$ cat src/rtl/cmd_fetch.sv
// cmd_fetch: walks a word-aligned command stream in the command BRAM and decodes opcodes,
//   emitting one command handshake per command plus 128-bit operand beats.
// Latency: start -> cmd_valid 2 cycles; one operand beat per 2 cycles with data_ready held high.
// Backpressure: cmd_* and data hold stable while their valid is high and ready is low.
// Ports: start/base_addr/end_addr control; busy/done/err status;
//   addr1/read0 and addr2/read1..read4 to the command BRAM (combinational read data);
//   cmd_* and data* valid/ready streams to the transform pipeline.
module cmd_fetch #(
  parameter logic [7:0] OP_MATRIX_MODE = 8'h10,
  parameter logic [7:0] OP_VERTEX      = 8'h11,
  parameter logic [7:0] OP_LOAD_MATRIX = 8'h13
) (
  input  logic         clk,
  input  logic         rst_n,
  input  logic         start,
  input  logic [31:0]  base_addr,
  input  logic [31:0]  end_addr,
  output logic         busy,
  output logic         done,
  output logic         err,
  output logic [31:0]  addr1,
  input  logic [31:0]  read0,
  output logic [31:0]  addr2,
  input  logic [31:0]  read1,
  input  logic [31:0]  read2,
  input  logic [31:0]  read3,
  input  logic [31:0]  read4,
  output logic         cmd_valid,
  input  logic         cmd_ready,
  output logic [7:0]   cmd_op,
  output logic [3:0]   cmd_mode,
  output logic [31:0]  cmd_word,
  output logic         data_valid,
  input  logic         data_ready,
  output logic [127:0] data,
  output logic         data_last
);

  typedef enum logic [2:0] {
    IDLE  = 3'd0,
    FETCH = 3'd1,
    CMD   = 3'd2,
    LOAD  = 3'd3,
    DATA  = 3'd4,
    DONE  = 3'd5
  } state_t;

  state_t      state;
  state_t      state_nxt;
  logic [31:0] pc;
  logic [2:0]  beats_left;

  // Opcode decode of the word currently at pc.
  logic        op_known;
  logic [2:0]  op_beats;
  logic [31:0] op_end;
  logic        at_end;
  logic        truncated;

  always_comb begin
    op_known = 1'b1;
    op_beats = 3'd0;
    case (read0[7:0])
      OP_MATRIX_MODE: op_beats = 3'd0;
      OP_VERTEX:      op_beats = 3'd1;
      OP_LOAD_MATRIX: op_beats = 3'd4;
      default:        op_known = 1'b0;
    endcase
  end

  // End of this command's operands (exclusive); 32-bit wrap is intended.
  assign op_end    = pc + 32'd4 + {25'd0, op_beats, 4'd0};
  assign at_end    = (pc >= end_addr);
  assign truncated = (op_end > end_addr);
  assign addr1     = pc;

  // State register
  always_ff @(posedge clk or negedge rst_n) begin
    if (!rst_n) begin
      state <= IDLE;
    end else begin
      state <= state_nxt;
    end
  end

  // Next-state logic
  always_comb begin
    state_nxt = state;
    case (state)
      IDLE: begin
        if (start) state_nxt = FETCH;
      end
      FETCH: begin
        if (at_end)         state_nxt = DONE;
        else if (!op_known) state_nxt = FETCH;
        else if (truncated) state_nxt = DONE;
        else                state_nxt = CMD;
      end
      CMD: begin
        if (cmd_ready) state_nxt = (beats_left == 3'd0) ? FETCH : LOAD;
      end
      LOAD: begin
        state_nxt = DATA;
      end
      DATA: begin
        if (data_ready) state_nxt = (beats_left == 3'd1) ? FETCH : LOAD;
      end
      DONE: begin
        state_nxt = IDLE;
      end
      default: state_nxt = IDLE;
    endcase
  end

  // Status and valid outputs decode directly from state, so an async reset
  // drops them in the same instant the state returns to IDLE.
  always_comb begin
    busy       = 1'b0;
    done       = 1'b0;
    cmd_valid  = 1'b0;
    data_valid = 1'b0;
    case (state)
      FETCH, LOAD: busy = 1'b1;
      CMD:  begin busy = 1'b1; cmd_valid  = 1'b1; end
      DATA: begin busy = 1'b1; data_valid = 1'b1; end
      DONE: done = 1'b1;
      default: ;
    endcase
  end

  // Datapath registers
  always_ff @(posedge clk or negedge rst_n) begin
    if (!rst_n) begin
      pc         <= 32'd0;
      addr2      <= 32'd0;
      beats_left <= 3'd0;
      err        <= 1'b0;
      cmd_op     <= 8'd0;
      cmd_mode   <= 4'd0;
      cmd_word   <= 32'd0;
      data       <= 128'd0;
      data_last  <= 1'b0;
    end else begin
      case (state)
        IDLE: begin
          if (start) begin
            pc  <= base_addr & ~32'd3;
            err <= 1'b0;
          end
        end
        FETCH: begin
          if (!at_end) begin
            if (!op_known) begin
              // Skip the unknown word and keep walking.
              err <= 1'b1;
              pc  <= pc + 32'd4;
            end else if (truncated) begin
              err <= 1'b1;
            end else begin
              cmd_op     <= read0[7:0];
              cmd_mode   <= read0[11:8];
              cmd_word   <= read0;
              beats_left <= op_beats;
            end
          end
        end
        CMD: begin
          if (cmd_ready) begin
            if (beats_left == 3'd0) pc    <= pc + 32'd4;
            else                    addr2 <= pc + 32'd4;
          end
        end
        LOAD: begin
          data      <= {read4, read3, read2, read1};
          data_last <= (beats_left == 3'd1);
        end
        DATA: begin
          if (data_ready) begin
            beats_left <= beats_left - 3'd1;
            addr2      <= addr2 + 32'd16;
            // Last beat: next command follows directly after the operand block.
            if (beats_left == 3'd1) pc <= addr2 + 32'd16;
          end
        end
        default: ;
      endcase
    end
  end

endmodule

$ cat config.mk
export PLATFORM = sky130hd
export DESIGN_NAME = cmd_fetch
export DESIGN_NICKNAME = d
export VERILOG_FILES = /design/src/rtl/cmd_fetch.sv
export SDC_FILE = /design/constraint.sdc
export NUM_CORES = 1
export LEC_CHECK = 0
export CAP_MARGIN = 20
export CORE_AREA = 2 2 183 185
export CTS_CLUSTER_SIZE = 20
export DETAILED_ROUTE_END_ITERATION = 8
export DIE_AREA = 0 0 185 187
export GPL_TIMING_DRIVEN = 0
export MAX_ROUTING_LAYER = met4
export PLACE_DENSITY = 0.74
export SLEW_MARGIN = 15
export SYNTH_ARGS = -nofsm -noshare
export SYNTH_HDL_FRONTEND = slang
export SYNTH_SLANG_ARGS = --single-unit
$ cat constraint.sdc
create_clock -name clk -period 7.5 [get_ports clk]
set_clock_uncertainty 0.2 [all_clocks]
set_input_delay 1.5 -clock clk [delete_from_list [all_inputs] [get_ports clk]]
set_output_delay 1.5 -clock clk [all_outputs]
set_load 0.005 [all_outputs]
== Yosys cells after proc, flatten, opt, wreduce, memory -nomap -nowiden ==
Cells that the tools add are included.

* $add $sub $neg: 4
* $mul: 0
* Divide/modulo/power cells: 0
* $lt $le $gt $ge: 2
* Equal/unequal tests: 20
* Shift operators: 0
* Multiplexer cells: 37
* Bitwise logic cells: 2
* Reductions and logical operators: 14

{| class="wikitable"
|+ Operators by type and width
! kind !! number
|-
| 32-bit two-way mux || 10
|-
| 32-bit case mux with 4 select lines || 1
|-
| 32-bit case mux with 2 select lines || 1
|-
| 32-bit by 3-bit adder with 32-bit output (second input constant) || 1
|-
| 32-bit by 5-bit adder with 32-bit output (second input constant) || 1
|-
| 32-bit by 7-bit adder with 32-bit output || 1
|-
| 32-bit greater-or-equal comparator || 1
|-
| 32-bit > comparator || 1
|-
| 3-bit two-way mux || 10
|-
| 8-bit by 5-bit equality test with 1-bit output (second input constant) || 3
|-
| 2-bit inequality test (second input constant) || 10
|-
| 3-bit case mux with 5 select lines || 1
|-
| 3-bit case mux with 2 select lines || 2
|-
| 4-bit AND reduction || 3
|-
| 1-bit two-way mux || 9
|-
| 8-bit AND reduction || 1
|-
| 3-bit by 1-bit equality test with 1-bit output (second input constant) || 2
|-
| 3-bit by 2-bit equality test with 1-bit output (second input constant) || 2
|-
| 3-bit equality test (second input constant) || 2
|-
| 3-bit logical NOT || 2
|-
| 2-bit nonzero test || 3
|-
| 5-bit AND reduction || 1
|-
| 2-bit two-way mux || 2
|-
| 4-bit nonzero test || 1
|-
| other kinds (7) || 8
|}

* Bits in registers: 244
* Latch bits: 0
* Bits in writable memories: 0
* Memory bits (read-only): 0
* Input bits: 229
* Word-level logic and storage cells: 89
* Memories: 0

== Longest topological paths before layout ==
* Depth after elaboration: 8
* Gate-level depth with buffers: 24

== Worst setup path before layout ==
OpenSTA, ideal clock, no wires.

* Path kind: input-to-reg
* Start point: input port read0[5]
* End point: register cmd_word[12]
* Library setup time: 0.125 ns
* Arrival: 6.142 ns
* Setup slack: 1.033 ns
* Stages on the path: 22
* Buffers on the path: 2
* Cell sequence: or4b_1 -> nor3_2 -> and3_1 -> ha_1 -> nand3_1 -> mux2i_1 -> o32ai_1 -> a211o_1 -> nand2b_1 -> nor4_2 -> nand3_1 -> xor2_1 -> ha_1 -> nand4_1 -> nor4_1 -> nand3_1 -> o31ai_1 -> o21ai_0 -> or4_4 -> buf_6 -> buf_6 -> mux2_4

* Longest elaborated chain between the ends: 6

{| class="wikitable"
|+ RTL lines
! what !! RTL line !! source
|-
| start: declaration || 22 || <nowiki>input logic [31:0] read0,</nowiki>
|-
| 8-bit by 5-bit equality test with 1-bit output || 63 || <nowiki>case (read0[7:0])</nowiki>
|-
| 3-bit case mux with 2 select lines || 63 ||
|-
| 32-bit by 7-bit adder with 32-bit output || 72 || <nowiki>assign op_end = pc + 32'd4 + {25'd0, op_beats, 4'd0};</nowiki>
|-
| 32-bit > comparator || 74 || <nowiki>assign truncated = (op_end > end_addr);</nowiki>
|-
| 1-bit NOT (no source line) || n/a ||
|-
| 4-bit AND reduction (no source line) (*) || n/a ||
|-
| end signal: assignment || 162 || <nowiki>cmd_word <= read0;</nowiki>
|-
| end: declaration || 32 || <nowiki>output logic [31:0] cmd_word,</nowiki>
|}

Mark *: on every way between the ends. The rest lies on a longest branch, timed or not.
A chain may end at the register's enable or synchronous reset.

== Worst setup path after layout ==
* Start point: input port read0[5]
* End point: register cmd_word[25]

Same word-level chain as after synthesis.

==> impl_metrics.py <==
metrics = {
    "global_route": {
        "grt_start_max_net_pins": 94,
        "grt_pass1_vias": 12284,
        "grt_overflow": 0,
        "antenna_found_initial": 10,
        "grt_pass1_wl_um": 72700,
        "track_usage_pct": 28.4,
    },
    "synth": {
        "synth_top_family_by_area": "simple AND/OR/NAND/NOR gates",
        "synth-seq-cells": 232,
        "mappedNetlistArea_sq_mm": 0.0132,
        "synth_compound_area_share_pct": 12.0,
        "synth_fa_ha_area_share_pct": 6.63,
        "synth_nets": 1591,
        "synthCells": 1292,
        "synth_cell_type_count": 67,
        "synthFlopType": "dfrtp_1",
        "synth_xor_area_share_pct": 5.37,
        "synth_edf_count": 0,
        "synth-simple-area-share_pct": 14.1,
        "synth-seq-area-share_pct": 44.0,
        "yosysWarnings": 0,
        "synthArstFlopShare_pct": 100,
        "synthMuxAreaShare_pct": 13.8,
        "syn_avg_cell_area_sq_um": 10.2,
    },
    "timing": {
        "timing.fmax_mhz": 138,
        "fin_crit_sh_pct": 96.7,
        "setup-violations-final": 0,
        "min_period_ns": 7.25,
        "worstMarginPinSlew_ns": 1.08,
        "rsz0062_at_grt": "no",
        "holdWs_ns": 0.302,
        "setup_ws_ns": 0.248,
        "hold_violations": 0,
        "finalMaxSlewViolations": 0,
        "slew_headroom_pct": 27.5,
    },
    "worst_setup_path": {
        "critPathKind": "input pin to flip-flop",
        "worstSetupStartpoint": "read0[5]",
        "crit_fanout": 10,
        "endpoint_kind": "flip-flop",
        "cp.required_ns": 7.70,
        "worst_ep_arrival_time_ns": 7.46,
        "critPathLaunchType": "input pin",
        "r2r_start": "addr1[3]",
    },
    "placed_design": {
        "preCtsSetupSlack_ns": -1.01,
        "placed_area_sq_mm": 0.0185,
        "routabilityCongestion": 0.932,
        "port_buffers": 468,
        "dp.final_hpwl_um": 38800,
        "dp_cells": 2210,
    },
    "flow_run": {
        "maxCapViolations": 0,
    },
    "worst_hold_path": {
        "hp-start": "data[94]",
        "hp-class": "flip-flop to flip-flop",
    },
    "routing": {
        "wl_um": 48500,
        "routedWlPerCell_um": 21.4,
        "drc": 0,
        "ant_nets": 0,
        "vias": 12047,
        "drt_iter0_markers": 1001,
        "routed_via_density": 5.32,
        "first_pass_iters": 5,
    },
    "die": {
        "coreArea_sq_mm": 0.0329,
        "die_height_um": 187,
        "rows": 67,
        "die_x_um": 185,
        "fp.dieArea_sq_mm": 0.0346,
        "io_pins": 471,
        "start_util_pct": 40.2,
    },
    "cts": {
        "clkSinkCount": 232,
        "cts_tree": "yes",
        "clk_pin_slew_worst_paths_ns": 0.06,
        "cts_buffers": 26,
        "cts_buffer_depth": 3,
        "cts_root_buffer": "clkbuf_16",
        "clkLatencyLatePin_ns": 0.53,
        "htreeDepth": 1,
        "hold_buffers": 0,
    },
    "power_and_ir_drop": {
        "power_mw": 7.83,
        "p_leak_nw": 8.20,
        "peakVddDrop_mv": 0.308,
        "p_per_area_mw_per_mm2": 402,
    },
    "cells_and_area": {
        "final_cells": 2266,
        "multi_input_area_sq_mm": 0.00689,
        "area_delta_synth_final_pct": 47.5,
        "fillers": 2797,
        "final_nets": 2089,
        "drive_gt1_share_pct": 13.2,
        "fin_area_sq_mm": 0.0195,
        "register_area_sq_mm": 0.00581,
    },
    "run_status": {
        "status": "complete, no violations",
    },
}
-- placed cells by master (no fill, tap or decap), types with 41 or more instances in the layout --
| master | n |
|---|---|
| ha_1 | 70 |
| o21ai_0 | 46 |
| nor2_1 | 119 |
| clkdlybuf4s50_1 | 467 |
| xor2_1 | 42 |
| dfrtp_1 | 232 |
| nand3_1 | 41 |
| nand2_1 | 88 |
| mux2_2 | 135 |
| a21oi_1 | 97 |
| clkbuf_1 | 56 |
-- Yosys cell counts (18+ instances only) --
cell type | count | area [sq um]
a21o_1 | 18 | 135
a21oi_1 | 97 | 485
a221oi_1 | 24 | 210
clkbuf_1 | 51 | 191
dfrtp_1 | 232 | 5810
ha_1 | 70 | 876
inv_1 | 40 | 150
mux2_2 | 135 | 1520
mux2_4 | 19 | 285
nand2_1 | 88 | 330
nand3_1 | 42 | 210
nand4_1 | 25 | 156
nor2_1 | 119 | 447
o21ai_0 | 47 | 235
xnor2_1 | 39 | 342
xor2_1 | 42 | 368
-- area by class of cell --
class | instances | share of cell area (%)
Antenna cell | 10 | 0.128
Buffer | 82 | 1.99
Clock buffer | 40 | 4.13
Clock inverter | 6 | 0.552
Inverter | 41 | 0.790
Multi-Input combinational cell | 937 | 35.4
Sequential cell | 232 | 29.8
Tap cell | 448 | 2.88
Timing Repair Buffer | 470 | 24.4
-- through the flow --
step           util, %  setup TNS, ns
2_1_floorplan        -              0
3_3_place_gp      56.1       -1279.14
3_5_place_dp      56.3         -33.57
4_1_cts           59.2              0
5_1_grt           59.3              0
6_report          59.3              0
-- registers in the layout, summed over array words and instances, names as in the netlist, 3 cells and up --
signal	flops
data	128
cmd_word	22
addr2	32
cmd_op	7
beats_left	3
cmd_mode	3
state	3
addr1	32
-- where the power goes --
group / switching (mW) / internal, mW / total (mW)
clock network: 0.517 / 0.835 / 1.35
registers: 0.509 / 1.83 / 2.33
logic: 1.97 / 2.17 / 4.14
total: 3.00 / 4.83 / 7.83
-- path summary, 6_finish.rpt --
| path | end | depth (start not counted) | slack (ns) |
|---|---|---|---|
| hold reg to reg | data[94] | 1 | 0.30 |
| max in group asynchronous | data[58] | 3 | 5.17 |
| min in group asynchronous | cmd_word[26] | 1 | 0.67 |
| setup / recovery | cmd_word[25] | 23 | 0.25 |
| setup reg to reg | cmd_word[25] | 20 | 1.08 |
| hold / removal | data[94] | 1 | 0.30 |
-- kinds of logic (layout without fill, tap and decap cells) --
kind of cell | count (synthesis) | count (layout)
other | 0 | 10
flip-flops | 232 | 232
AO/OA/AOI/OAI | 254 | 254
multiplexers | 156 | 156
XOR/XNOR | 81 | 81
adder cells (fa/ha/maj) | 70 | 70
buffers and inverters | 123 | 639
AND/OR/NAND/NOR | 376 | 376
-- worst max-delay path: stages --
cell,delay [ns]
clkdlybuf4s50_1,0.40
or4b_1,0.53
nor3_2,0.21
and3_1,0.30
ha_1,0.24
nand3_1,0.11
mux2i_1,0.20
o32ai_1,0.18
a211o_1,0.31
nand2b_1,0.19
nor4_2,0.41
nand3_1,0.14
xor2_1,0.18
ha_1,0.30
nand4_1,0.24
nor4_4,0.32
nand3_2,0.20
o31ai_1,0.15
o21ai_2,0.19
or4_4,0.48
buf_6,0.18
buf_6,0.17
mux2_4,0.31
-- per-layer routing --
metal | up-vias | wire, um | track usage, %
li1 | 5626 | - | -
met1 | 5862 | 18100 | 31.6
met4 | 0 | 1860 | 9.62
met5 | - | 0 | -
met3 | 83 | 4500 | 9.01
met2 | 476 | 24100 | 47.9
-- repair_timing --
item	in CTS	in global routing
setup buffers	0	0
pin swaps	0	1
gates cloned	0	0
resized for setup	4	3
setup endpoints to repair	36	31
(Power assumes the default switching activity.)
